### config.mk
export PLATFORM = sky130hd
export DESIGN_NAME = preg_freelist_flat
export DESIGN_NICKNAME = d
export VERILOG_FILES = /design/src/rtl/preg_freelist_pkg.sv /design/src/rtl/preg_freelist_if.sv /design/src/rtl/preg_freelist_chk.sv /design/src/rtl/preg_freelist.sv /design/src/flat_wrapper.sv
export SDC_FILE = /design/constraint.sdc
export NUM_CORES = 1
export LEC_CHECK = 0
export BUFFER_PORTS_ARGS = -buffer_cell sky130_fd_sc_hd__buf_4
export CORE_UTILIZATION = 40
export DETAILED_ROUTE_END_ITERATION = 12
export PLACE_DENSITY = 0.66
export SLEW_MARGIN = 20
export SYNTH_ARGS = -nofsm -noshare
export SYNTH_HDL_FRONTEND = slang
export SYNTH_SLANG_ARGS = --single-unit
### constraint.sdc
create_clock -name clk -period 5 [get_ports clk]
set_input_delay 0.25 -clock clk [delete_from_list [all_inputs] [get_ports clk]]
set_output_delay 0.25 -clock clk [all_outputs]
set_load 0.1 [all_outputs]
### src/rtl/preg_freelist_pkg.sv
// Shared sizes, index/pointer types and pointer helpers for the physical-register free list.
package preg_freelist_pkg;
  localparam int NUM_PREGS              = 64;
  localparam int MAX_PREDICT_DEPTH      = 4;
  localparam int MAX_PREDICT_DEPTH_BITS = 3;

  localparam int PREG_W     = $clog2(NUM_PREGS);
  localparam int PTR_W      = PREG_W + 1;
  localparam int CKPT_IDX_W = (MAX_PREDICT_DEPTH > 1) ? $clog2(MAX_PREDICT_DEPTH) : 1;

  typedef logic [PREG_W-1:0]                 preg_t;
  typedef logic [PTR_W-1:0]                  fl_count_t;
  typedef logic [MAX_PREDICT_DEPTH_BITS-1:0] br_tag_t;
  typedef logic [CKPT_IDX_W-1:0]             ckpt_idx_t;

  typedef struct packed {
    logic  wrap;
    preg_t idx;
  } freelist_ptr_t;

  function automatic freelist_ptr_t ptr_add(freelist_ptr_t p, logic [1:0] n);
    fl_count_t sum;
    sum = fl_count_t'(p) + fl_count_t'(n);
    return freelist_ptr_t'(sum);
  endfunction

  // Tag 0 is non-speculative and tags past the slot count have no checkpoint.
  function automatic logic tag_live(br_tag_t t);
    return (t != '0) && (int'(t) <= MAX_PREDICT_DEPTH);
  endfunction

  function automatic ckpt_idx_t tag_slot(br_tag_t t);
    return ckpt_idx_t'(t - br_tag_t'(1'b1));
  endfunction
endpackage

### src/rtl/preg_freelist_if.sv
// Allocate / release / checkpoint bundle between rename-commit logic and the free list.
// FREELIST_DOUBLE_FREE_CHECK_EN adds the double_free_err indication.
interface preg_freelist_if;
  import preg_freelist_pkg::*;

  logic [1:0] alloc_num;
  logic       alloc_en;
  logic       stalled;
  preg_t      preg1;
  preg_t      preg2;
  logic [1:0] free_num;
  preg_t      free_preg1;
  preg_t      free_preg2;
  logic       ckpt_en;
  br_tag_t    ckpt_tag;
  logic       freelist_branch_shootdown;
  br_tag_t    freelist_shootdown_branch_tag;
  fl_count_t  free_count;
`ifdef FREELIST_DOUBLE_FREE_CHECK_EN
  logic       double_free_err;

  modport master (
    output alloc_num, alloc_en, free_num, free_preg1, free_preg2,
           ckpt_en, ckpt_tag, freelist_branch_shootdown, freelist_shootdown_branch_tag,
    input  stalled, preg1, preg2, free_count, double_free_err
  );
  modport slave (
    input  alloc_num, alloc_en, free_num, free_preg1, free_preg2,
           ckpt_en, ckpt_tag, freelist_branch_shootdown, freelist_shootdown_branch_tag,
    output stalled, preg1, preg2, free_count, double_free_err
  );
`else
  modport master (
    output alloc_num, alloc_en, free_num, free_preg1, free_preg2,
           ckpt_en, ckpt_tag, freelist_branch_shootdown, freelist_shootdown_branch_tag,
    input  stalled, preg1, preg2, free_count
  );
  modport slave (
    input  alloc_num, alloc_en, free_num, free_preg1, free_preg2,
           ckpt_en, ckpt_tag, freelist_branch_shootdown, freelist_shootdown_branch_tag,
    output stalled, preg1, preg2, free_count
  );
`endif
endinterface

### src/rtl/preg_freelist_chk.sv
// Protocol checker: a release must never grow the list beyond NUM_PREGS entries.
module preg_freelist_chk
  import preg_freelist_pkg::*;
(
  input logic       clk,
  input logic       reset,
  input fl_count_t  free_count_i,
  input logic [1:0] alloc_amt_i,
  input logic [1:0] free_amt_i
);
  typedef logic [PTR_W:0] wide_t;

  wide_t next_count_s;

  assign next_count_s = wide_t'(free_count_i) - wide_t'(alloc_amt_i) + wide_t'(free_amt_i);

  // Overflowing releases are flagged; the datapath still performs the write.
  a_no_overflow: assert property (@(posedge clk) disable iff (!reset)
                                  next_count_s <= wide_t'(NUM_PREGS))
    else $error("preg_freelist: release overflows the free list");
endmodule

### src/rtl/preg_freelist.sv
// Circular free list of physical registers with per-branch head checkpoints.
// Optional FREELIST_DOUBLE_FREE_CHECK_EN drops releases of pregs already on the list.
module preg_freelist
  import preg_freelist_pkg::*;
(
  input logic            clk,
  input logic            reset,
  preg_freelist_if.slave fl
);
  preg_t         mem_q [NUM_PREGS];
  freelist_ptr_t ckpt_q [MAX_PREDICT_DEPTH];
  freelist_ptr_t head_q, head_d, tail_q, tail_d;
  freelist_ptr_t head_post_s;
  fl_count_t     count_s;
  preg_t         peek2_idx_s, wr_a_idx_s, wr_b_idx_s, wr_a_data_s;
  logic          stalled_s, shoot_s, alloc_s, ckpt_we_s;
  logic          req1_s, req2_s, acc1_s, acc2_s, wr_a_en_s, wr_b_en_s;
  logic [1:0]    alloc_amt_s, free_amt_s;

  assign count_s     = fl_count_t'(tail_q) - fl_count_t'(head_q);
  assign stalled_s   = count_s < fl_count_t'(fl.alloc_num);
  assign peek2_idx_s = head_q.idx + preg_t'(1'b1);

  assign fl.stalled    = stalled_s;
  assign fl.free_count = count_s;
  assign fl.preg1      = mem_q[head_q.idx];
  assign fl.preg2      = mem_q[peek2_idx_s];

  // Head movement: shootdown restores a checkpoint and overrides any allocation.
  always_comb begin
    shoot_s     = fl.freelist_branch_shootdown && tag_live(fl.freelist_shootdown_branch_tag);
    alloc_s     = fl.alloc_en && !stalled_s && !shoot_s;
    alloc_amt_s = alloc_s ? fl.alloc_num : 2'd0;
    head_post_s = ptr_add(head_q, alloc_amt_s);
    if (shoot_s) begin
      head_d = ckpt_q[tag_slot(fl.freelist_shootdown_branch_tag)];
    end else begin
      head_d = head_post_s;
    end
    ckpt_we_s = fl.ckpt_en && tag_live(fl.ckpt_tag) &&
                !(shoot_s && (fl.ckpt_tag >= fl.freelist_shootdown_branch_tag));
  end

`ifdef FREELIST_DOUBLE_FREE_CHECK_EN
  logic [NUM_PREGS-1:0] is_free_q, is_free_d;
  logic                 dfe_q, dfe_d;

  assign fl.double_free_err = dfe_q;
`endif

  // Release path: accepted releases are packed onto tail, tail+1 in order.
  always_comb begin
    req1_s = fl.free_num != 2'd0;
    req2_s = fl.free_num[1];
`ifdef FREELIST_DOUBLE_FREE_CHECK_EN
    acc1_s = req1_s && !is_free_q[fl.free_preg1];
    acc2_s = req2_s && !is_free_q[fl.free_preg2] &&
             !(acc1_s && (fl.free_preg1 == fl.free_preg2));
`else
    acc1_s = req1_s;
    acc2_s = req2_s;
`endif
    wr_a_en_s   = acc1_s || acc2_s;
    wr_b_en_s   = acc1_s && acc2_s;
    wr_a_data_s = acc1_s ? fl.free_preg1 : fl.free_preg2;
    wr_a_idx_s  = tail_q.idx;
    wr_b_idx_s  = tail_q.idx + preg_t'(1'b1);
    free_amt_s  = {1'b0, acc1_s} + {1'b0, acc2_s};
    tail_d      = ptr_add(tail_q, free_amt_s);
  end

`ifdef FREELIST_DOUBLE_FREE_CHECK_EN
  // Free-bit tracking: allocation clears, accepted release sets; shootdown leaves it alone.
  always_comb begin
    is_free_d = is_free_q;
    for (int i = 0; i < NUM_PREGS; i++) begin
      is_free_d[i] = (is_free_q[i] &&
                      !((alloc_amt_s != 2'd0) && (fl.preg1 == preg_t'(i))) &&
                      !((alloc_amt_s == 2'd2) && (fl.preg2 == preg_t'(i)))) ||
                     (acc1_s && (fl.free_preg1 == preg_t'(i))) ||
                     (acc2_s && (fl.free_preg2 == preg_t'(i)));
    end
    dfe_d = (req1_s && !acc1_s) || (req2_s && !acc2_s);
  end

  // Registered free bits and error pulse.
  always_ff @(posedge clk or negedge reset) begin
    if (!reset) begin
      is_free_q <= {{(NUM_PREGS-1){1'b1}}, 1'b0};
      dfe_q     <= 1'b0;
    end else begin
      is_free_q <= is_free_d;
      dfe_q     <= dfe_d;
    end
  end
`endif

  // Pointers, checkpoints and list storage; preg 0 starts outside the list.
  always_ff @(posedge clk or negedge reset) begin
    if (!reset) begin
      head_q <= '0;
      tail_q <= freelist_ptr_t'(fl_count_t'(NUM_PREGS - 1));
      for (int i = 0; i < NUM_PREGS; i++) begin
        mem_q[i] <= preg_t'((i + 1) % NUM_PREGS);
      end
      for (int j = 0; j < MAX_PREDICT_DEPTH; j++) begin
        ckpt_q[j] <= '0;
      end
    end else begin
      head_q <= head_d;
      tail_q <= tail_d;
      if (wr_a_en_s) begin
        mem_q[wr_a_idx_s] <= wr_a_data_s;
      end
      if (wr_b_en_s) begin
        mem_q[wr_b_idx_s] <= fl.free_preg2;
      end
      if (ckpt_we_s) begin
        ckpt_q[tag_slot(fl.ckpt_tag)] <= head_post_s;
      end
    end
  end

  preg_freelist_chk u_chk (
    .clk          (clk),
    .reset        (reset),
    .free_count_i (count_s),
    .alloc_amt_i  (alloc_amt_s),
    .free_amt_i   (free_amt_s)
  );
endmodule

### src/flat_wrapper.sv
// flat-port wrapper written by rule: the top's interface ports become plain ports
module preg_freelist_flat import preg_freelist_pkg::*;
  (clk, reset, fl_alloc_num, fl_alloc_en, fl_free_num, fl_free_preg1, fl_free_preg2, fl_ckpt_en, fl_ckpt_tag, fl_freelist_branch_shootdown, fl_freelist_shootdown_branch_tag, fl_stalled, fl_preg1, fl_preg2, fl_free_count);
  preg_freelist_if fl_i ();
  input logic clk;
  input logic reset;
  input wire logic [$bits(fl_i.alloc_num)-1:0] fl_alloc_num;
  input wire logic [$bits(fl_i.alloc_en)-1:0] fl_alloc_en;
  input wire logic [$bits(fl_i.free_num)-1:0] fl_free_num;
  input wire logic [$bits(fl_i.free_preg1)-1:0] fl_free_preg1;
  input wire logic [$bits(fl_i.free_preg2)-1:0] fl_free_preg2;
  input wire logic [$bits(fl_i.ckpt_en)-1:0] fl_ckpt_en;
  input wire logic [$bits(fl_i.ckpt_tag)-1:0] fl_ckpt_tag;
  input wire logic [$bits(fl_i.freelist_branch_shootdown)-1:0] fl_freelist_branch_shootdown;
  input wire logic [$bits(fl_i.freelist_shootdown_branch_tag)-1:0] fl_freelist_shootdown_branch_tag;
  output wire logic [$bits(fl_i.stalled)-1:0] fl_stalled;
  output wire logic [$bits(fl_i.preg1)-1:0] fl_preg1;
  output wire logic [$bits(fl_i.preg2)-1:0] fl_preg2;
  output wire logic [$bits(fl_i.free_count)-1:0] fl_free_count;
  assign fl_i.alloc_num = fl_alloc_num;
  assign fl_i.alloc_en = fl_alloc_en;
  assign fl_i.free_num = fl_free_num;
  assign fl_i.free_preg1 = fl_free_preg1;
  assign fl_i.free_preg2 = fl_free_preg2;
  assign fl_i.ckpt_en = fl_ckpt_en;
  assign fl_i.ckpt_tag = fl_ckpt_tag;
  assign fl_i.freelist_branch_shootdown = fl_freelist_branch_shootdown;
  assign fl_i.freelist_shootdown_branch_tag = fl_freelist_shootdown_branch_tag;
  assign fl_stalled = fl_i.stalled;
  assign fl_preg1 = fl_i.preg1;
  assign fl_preg2 = fl_i.preg2;
  assign fl_free_count = fl_i.free_count;
  preg_freelist u_core (.clk(clk), .reset(reset), .fl(fl_i));
endmodule
======== Yosys cells after proc, flatten, opt, wreduce, memory -nomap -nowiden ========
Cells that the tools add are included.
storage, ports and cells
  output and inout port bits .............. 20
  logic and storage cells ................. 145
  flip-flop bits (word level) ............. 426
  input port bits ......................... 27
cells by class
  reduce and logical (&&, ||, !) cells .... 19
  add/subtract/negate cells ............... 8
  muxes and demuxes ....................... 23
  magnitude comparators ................... 13
  bitwise logic cells ..................... 6
operators by type and width
  kind                                                                   count
  384-bit bitwise mux                                                    2
  384-bit two-way mux                                                    2
  6-bit binary-select mux with 6-bit select                              2
  6-bit demux with 6-bit select                                          2
  6-bit two-way mux                                                      7
  28-bit bitwise mux                                                     1
  7-bit >= comparator (second input constant)                            4
  7-bit two-way mux                                                      4
  6-bit inverter with 7-bit output                                       4
  7-bit by 2-bit adder with 7-bit output                                 2
  7-bit binary-select mux with 2-bit select                              1
  7-bit demux with 2-bit select                                          1
  7-bit by 1-bit < comparator with 1-bit output (second input constant)  2
  6-bit by 1-bit adder with 6-bit output (second input constant)         2
  1-bit logical AND                                                      12
  7-bit by 2-bit < comparator with 1-bit output                          1
  7-bit subtractor                                                       1
  3-bit >= comparator (second input constant)                            2
  3-bit less-or-equal comparator (second input constant)                 2
  2-bit inverter with 3-bit output                                       2
  3-bit nonzero test                                                     2
  2-bit by 1-bit subtractor with 2-bit output (second input constant)    2
  3-bit >= comparator                                                    1
  1-bit zero test                                                        3
  other kinds (5)                                                        5

======== Depth between registers and ports, before layout ========
Gate-level depths: netlist of the first run.
  depth after elaboration ................. 9
  mapped depth ............................ 17
  depth with buffers taken out ............ 16

======== Worst setup path before layout of the first run ========
Ideal clock, no wire load.
  path kind ............................... register to register
  from .................................... register u_core.head_q[1] (netlist bit)
  to ...................................... register u_core.head_q[6] (netlist bit)
  buffers on the path ..................... 3
  arrival time ............................ 4912 ps
  cell stages (with the launch flop) ...... 18
  setup slack ............................. -37 ps
  clock period less this slack ............ 5037 ps
  library setup time ...................... 125 ps
  path through ............................ dfrtp_1 buf_2 buf_2 buf_2 inv_1 ha_1 nor2b_1 o21a_1 nor2_1 xnor2_1 nor4_1 a21oi_1 ha_1 fa_1 nand3_1 nor3_1 xor2_1 mux2_2
RTL lines
  element                 RTL line              source
  start, declared         preg_freelist.sv:12   freelist_ptr_t head_q, head_d, tail_q, tail_d;
  start signal, assigned  preg_freelist.sv:101  head_q <= '0;
  start signal, assigned  preg_freelist.sv:110  head_q <= head_d;

======== Final worst setup path of the first run ========
  from .................................... register u_core.head_q[1] (netlist bit)
  to ...................................... output fl_preg2[5]
on the way
  word-level cells in the longest chain between the ends .. 5
RTL lines
  element                                                 RTL line             source
  6-bit by 1-bit adder with 6-bit output                  preg_freelist.sv:22  assign peek2_idx_s = head_q.idx + preg_t'(1'b1);
  6-bit inverter with 7-bit output (implied by the code)  preg_freelist.sv:27  assign fl.preg2 = mem_q[peek2_idx_s];
  6-bit binary-select mux with 6-bit select               preg_freelist.sv:27
  6-bit two-way mux (implied by the code) (2 in a row)    preg_freelist.sv:27
  end, declared                                           flat_wrapper.sv:18   output wire logic [$bits(fl_i.preg2)-1:0] fl_preg2;
Every way passes these cells. The select of a mux whose other input is x is not followed.

==> impl_metrics.tcl, run 1 <==
set metrics [dict create \
    power_w 0.0246 \
    slew_headroom_pct 21.4 \
    initial_core_util_pct 40.5 \
    cp-end-kind "primary output" \
    leakagePower_nw 10.6 \
    synthArstFlopShare_pct 100 \
    critical_path_class "reg -> out" \
    synth.area.top_cells "dfrtp_1 21%, mux4_2 20%, dfstp_2 19%, mux2i_1 10%, o21ai_0 6.4%" \
    die_height_um 263 \
    clk_latency_ps 610 \
    cap_violations 0 \
    dieArea_um2 69300 \
    grt_overflow_total 0 \
    root_buffer "clkbuf_16" \
    ctsHoldBuffers 8 \
    cts.clk_slew.worst_paths_ps 60 \
    ys_types 55 \
    firstDrtPassIters 7 \
    grt_pass1_vias 21391 \
    syn_avg_cell_area_um2 10.8 \
    fmax_mhz 224 \
    wl_per_cell_um 27.2 \
    via_per_inst 6.51 \
    cts_tree "yes" \
    r2r_end "u_core.ckpt_q[20]" \
    tightestPinTransition_ps 1170 \
    dr.first_iter.drc_count 2646 \
    irDropWorstVdd_v 0.000990 \
    htreeDepth 2 \
    cp.required_ps 4750 \
    grt_pass1_wl_um 139000 \
    antenna_found_initial 2 \
    finalHoldViolations 0 \
    slew_violations 0 \
    hold_end "u_core.ckpt_q[14]" \
    hp-class "in -> reg" \
    seq_area_frac_synth_pct 40.0 \
    cp-start-kind "flop" \
    cts.sinks 426 \
    reg2reg_slack_ps 790 \
    fin_crit_ps 4470 \
    final_nets 2480 \
    synthToLayoutAreaGrowth_pct 9.46 \
    critical_path_arrival_ps 4220 \
    worstHoldPathCells 3 \
    vias 21762 \
    synth_flop_cell "dfrtp_1" \
    setup_tns_ps 0 \
    grtUsageTotal_pct 26.2 \
    syn_area_um2 27300 \
    port-buffer-count 46 \
    syn_nets 2572 \
    min_period_over_period_pct 89.3 \
    cts_buffer_depth 3 \
    ant_nets 0 \
    hold_slack_ps 127 \
    yosysMostFrequentCell "nand2_1" \
    cts_resized 0 \
    io_pins 47 \
    yosys-top-cells-count "430 x nand2_1, 349 x o21ai_0, 283 x mux2i_1" \
    netlist.area_leader.share_pct 20.9 \
    gp_congestion 1.00 \
    die_w_um 263 \
    core_um2 67400 \
    reg2reg_from "u_core.wr_a_idx_s[0]" \
    setup_viol 0 \
    yosysTopAreaCell "dfrtp_1" \
    synth-seq-cells 426 \
    post_cts_buffers 0 \
    worstRegToRegCells 14 \
    drt-total-wl_um 91000 \
    rsz0062_at_grt "no" \
    path_max_fanout 23 \
    layout-drive-gt1-share_pct 28.7 \
    holdCritStartpoint "fl_ckpt_tag[0]" \
    synth_cells 2526 \
    numCtsBuffers 47 \
    powerDensity_nw_per_um2 823 \
    drc 0 \
    dp_hpwl_um 60200 \
    yosys_warnings 0 \
    rows 95 \
    outcome "finished, final reports clean" \
    grt_max_degree 112 \
    fin_worst_skew_ps 25.1 \
    synth_edf_count 0 \
]
state kept, by name (all words and copies together), names as in the netlist:
name and count:
u_core.ckpt_q 28, u_core.mem_q 384, u_core.tail_q 1, u_core.head_q 7, u_core.wr_a_idx_s 6
layer usage:
| layer | vias up | GRT usage [%] | part of all wire, % | routed length (um) |
|---|---|---|---|---|
| met4 | 4 | 9.80 | 3.9 | 3560 |
| met2 | 1338 | 40.2 | 46 | 41700 |
| met3 | 235 | 5.72 | 10 | 9490 |
| met1 | 11107 | 36.5 | 40 | 36300 |
| met5 | - | 0 | 0.036 | 33 |
| li1 | 9078 | - | - | - |
final cells by class:
type | instances | area, um2
fillers | 6138 | 37500
multi-input cells | 1838 | 15400
flip-flops and latches | 426 | 10900
clock buffers | 71 | 1430
well taps | 873 | 1090
repair buffers | 95 | 798
clock inverters | 15 | 160
inverters | 26 | 97.6
diodes | 1 | 2.50
placed cells by master, fill, tap and decap left out, types with 7 or more instances in the layout:
cell	n
nand2_1	430
o21ai_0	349
mux2i_1	277
mux4_2	241
dfrtp_1	226
dfstp_2	198
nor2_1	105
o211ai_1	97
buf_4	82
clkbuf_16	49
a21oi_1	48
mux2_2	35
nor2_2	29
nor2b_1	25
inv_1	19
nand3_1	18
nor3_1	17
ha_1	16
o21ai_1	15
a221oi_1	12
clkbuf_8	12
xnor2_1	11
xor2_1	11
nor2_4	11
and3_1	10
clkbuf_1	10
a22oi_1	9
clkinv_2	9
dlygate4sd3_1	8
nand2b_1	7
metrics by stage:
stage	utilization [%]	cells	instance area, um2	worst slack (ps)
floorplan	-	2526	27300	110
global placement	41.8	3249	28200	912
detailed placement	41.8	3250	28200	861
CTS	44.3	3344	29900	620
global route	44.3	3344	29900	483
finish	44.3	3345	29900	533
critical path: stages, from the launching register on:
cell and delay (ps):
dfrtp_4 570, ha_4 610, buf_4 410, mux4_2 560
nor2b_1 150, a221oi_1 280, nor3_1 100, a22oi_1 230
o21ai_0 300, buf_4 380
how the worst max path moves through the flow:
stage / slack [ps] / to / cells after the start / startpoint
floorplan: 110 / u_core.head_q[6] / 16 / u_core.wr_a_idx_s[0]
CTS: 620 / fl_preg2[5] / 7 / u_core.head_q[1]
global placement: 910 / u_core.ckpt_q[20] / 14 / u_core.wr_a_idx_s[0]
global route: 480 / fl_preg1[3] / 8 / u_core.head_q[1]
detailed placement: 860 / u_core.ckpt_q[20] / 14 / u_core.wr_a_idx_s[0]
finish: 530 / fl_preg2[5] / 9 / u_core.head_q[1]
cell families after synthesis:
kind of cell / Yosys count / synth area share [%]
adder cells (fa/ha/maj): 19 / 0.926
multiplexers: 565 / 32.0
AND/OR/NAND/NOR: 674 / 10.6
AO/OA/AOI/OAI: 554 / 11.5
buffers and inverters: 262 / 4.12
XOR/XNOR: 26 / 0.862
flip-flops: 426 / 40.0
power by group:
part           internal, W  total, W  switching (W)
Clock              0.00213   0.00366        0.00153
Sequential         0.00568   0.00716        0.00149
Combinational      0.00562    0.0138        0.00814
No activity file was read; power rests on OpenSTA's default activity.
==> run 2, diff against run 1 <==
Settings changed: ABC_AREA set to 0, PLACE_DENSITY 0.66 to not set, RECOVER_POWER set to 25.
==> impl_metrics.tcl, run 2 (same netlist as run 1, synthesis figures left out) <==
set metrics [dict create \
    outcome "complete, but fails checks" \
    failed_checks "max-capacitance violations, max-slew violations" \
    critical_path_arrival_ps 4070 \
    grt_max_degree 147 \
    path_max_fanout 146 \
    drt-total-wl_um 91100 \
    numCtsBuffers 49 \
    design_area_um2 29900 \
    tightestPinTransition_ps 3080 \
    grt_overflow_total 0 \
    dr.first_iter.drc_count 2730 \
    slew_violations 110 \
    final_common_cell "nand2_1" \
    layout-drive-gt1-share_pct 28.3 \
    cts.sinks 426 \
    wl_per_cell_um 27.2 \
    regMostFlops "u_core.mem_q" \
    root_buffer "clkbuf_16" \
    setup_viol 0 \
    critical_path_class "reg -> out" \
    min_period_over_period_pct 86.5 \
    largest_register_ffs 384 \
    port-buffer-count 46 \
    rows 95 \
    fmax_mhz 231 \
    io_pins 47 \
    finalHoldViolations 0 \
    cp.required_ps 4750 \
    fin_worst_skew_ps 26.5 \
    placed_cell_area_um2 28200 \
    cts.clk_slew.worst_paths_ps 70 \
    core_um2 67400 \
    drc 0 \
    hp-class "in -> reg" \
    ant_nets 0 \
    irDropWorstVdd_v 0.00101 \
    grt_pass1_vias 20753 \
    synthToLayoutAreaGrowth_pct 9.55 \
    final_nets 2483 \
    grtUsageTotal_pct 26.2 \
    fin_ws_ps 677 \
    vias 21408 \
    fin_crit_ps 4320 \
    reg.largest.list "u_core.mem_q (384), u_core.ckpt_q (28), u_core.head_q (7)" \
    initial_core_util_pct 40.5 \
    htreeDepth 2 \
    leakagePower_nw 10.6 \
    via_per_inst 6.39 \
    clk_latency_ps 620 \
    grt_pass1_wl_um 138000 \
    setup_tns_ps 0 \
    power_w 0.0246 \
    antenna_cells 0 \
    gp_congestion 0.970 \
    cts_tree "yes" \
    powerDensity_nw_per_um2 821 \
    cap_violations 1 \
    slew_headroom_pct -105 \
    cts_buffer_depth 3 \
    dp_hpwl_um 61100 \
    firstDrtPassIters 6 \
    dieArea_um2 69300 \
    antenna_found_initial 0 \
    die_height_um 263 \
    rsz0062_at_grt "no" \
    place_worst_setup_slack_ps 844 \
    cp-end-kind "primary output" \
    final_cell_mix "430 x nand2_1, 349 x o21ai_0, 277 x mux2i_1" \
    cp-start-kind "flop" \
    die_w_um 263 \
]
run 2: changes by cell type in the layout (fill, tap and decap cells not counted), moves of 3 or more:
cell and delta:
clkinv_2 -4, buf_4 -3, clkbuf_1 +12, buf_12 +4
run 2: what timing repair did:
action / CTS / global route
endpoints found under the setup margin: 0 / 0
hold buffers: 8 / 0
hold endpoints to repair: 56 / 0
gates resized for setup: 0 / 0
buffers inserted: 0 / 0
run 2: layout make-up:
cell class,count,area (um2)
inverter,26,97.6
tap,873,1090
multi-input combinational,1838,15400
clock buffer,82,1460
sequential,426,10900
clock inverter,9,103
timing repair buffer,96,846
fill,6140,37500
run 2: critical path, cell delays in order (launching register included):
cell and delay, ps:
dfrtp_4 530, buf_12 300, and3_1 330, xnor2_2 720, buf_4 370, mux4_2 290, a21oi_1 80, o21ai_1 440
buf_4 390
run 2: power by group:
| part | internal [W] | switching, W | total (W) | leakage, nW |
|---|---|---|---|---|
| registers | 0.00568 | 0.00146 | 0.00714 | 4.91 |
| logic | 0.00569 | 0.00812 | 0.0138 | 4.94 |
| clock network | 0.00208 | 0.00152 | 0.00361 | 0.766 |
run 2: path summary, 6_finish.rpt:
kind | start | endpoint | cells past startpoint | slack [ps]
setup / recovery | u_core.head_q[0] | fl_preg2[2] | 8 | 680
hold / removal | fl_ckpt_tag[0] | u_core.ckpt_q[15] | 3 | 150
setup reg to reg | u_core.wr_a_idx_s[0] | u_core.ckpt_q[27] | 14 | 780
hold reg to reg | u_core.ckpt_q[6] | u_core.ckpt_q[6] | 1 | 510
max in group asynchronous | reset | u_core.head_q[0] | 2 | 1680
min in group asynchronous | reset | u_core.ckpt_q[0] | 2 | 1160
run 2: stage by stage:
stage               utilization [%]  instances  hold slack (ps)
floorplan                         -       2526            -45.6
global placement               41.9       3250              389
detailed placement             41.9       3250              403
CTS                            44.3       3349              130
global route                   44.4       3350              158
finish                         44.4       3350              152
run 2: routing by layer:
metal  wire length (um)  global-route usage [%]
met4               3080                    8.77
met3               8820                    5.81
met2              41700                    40.3
met5                  0                       0
met1              37400                    36.8
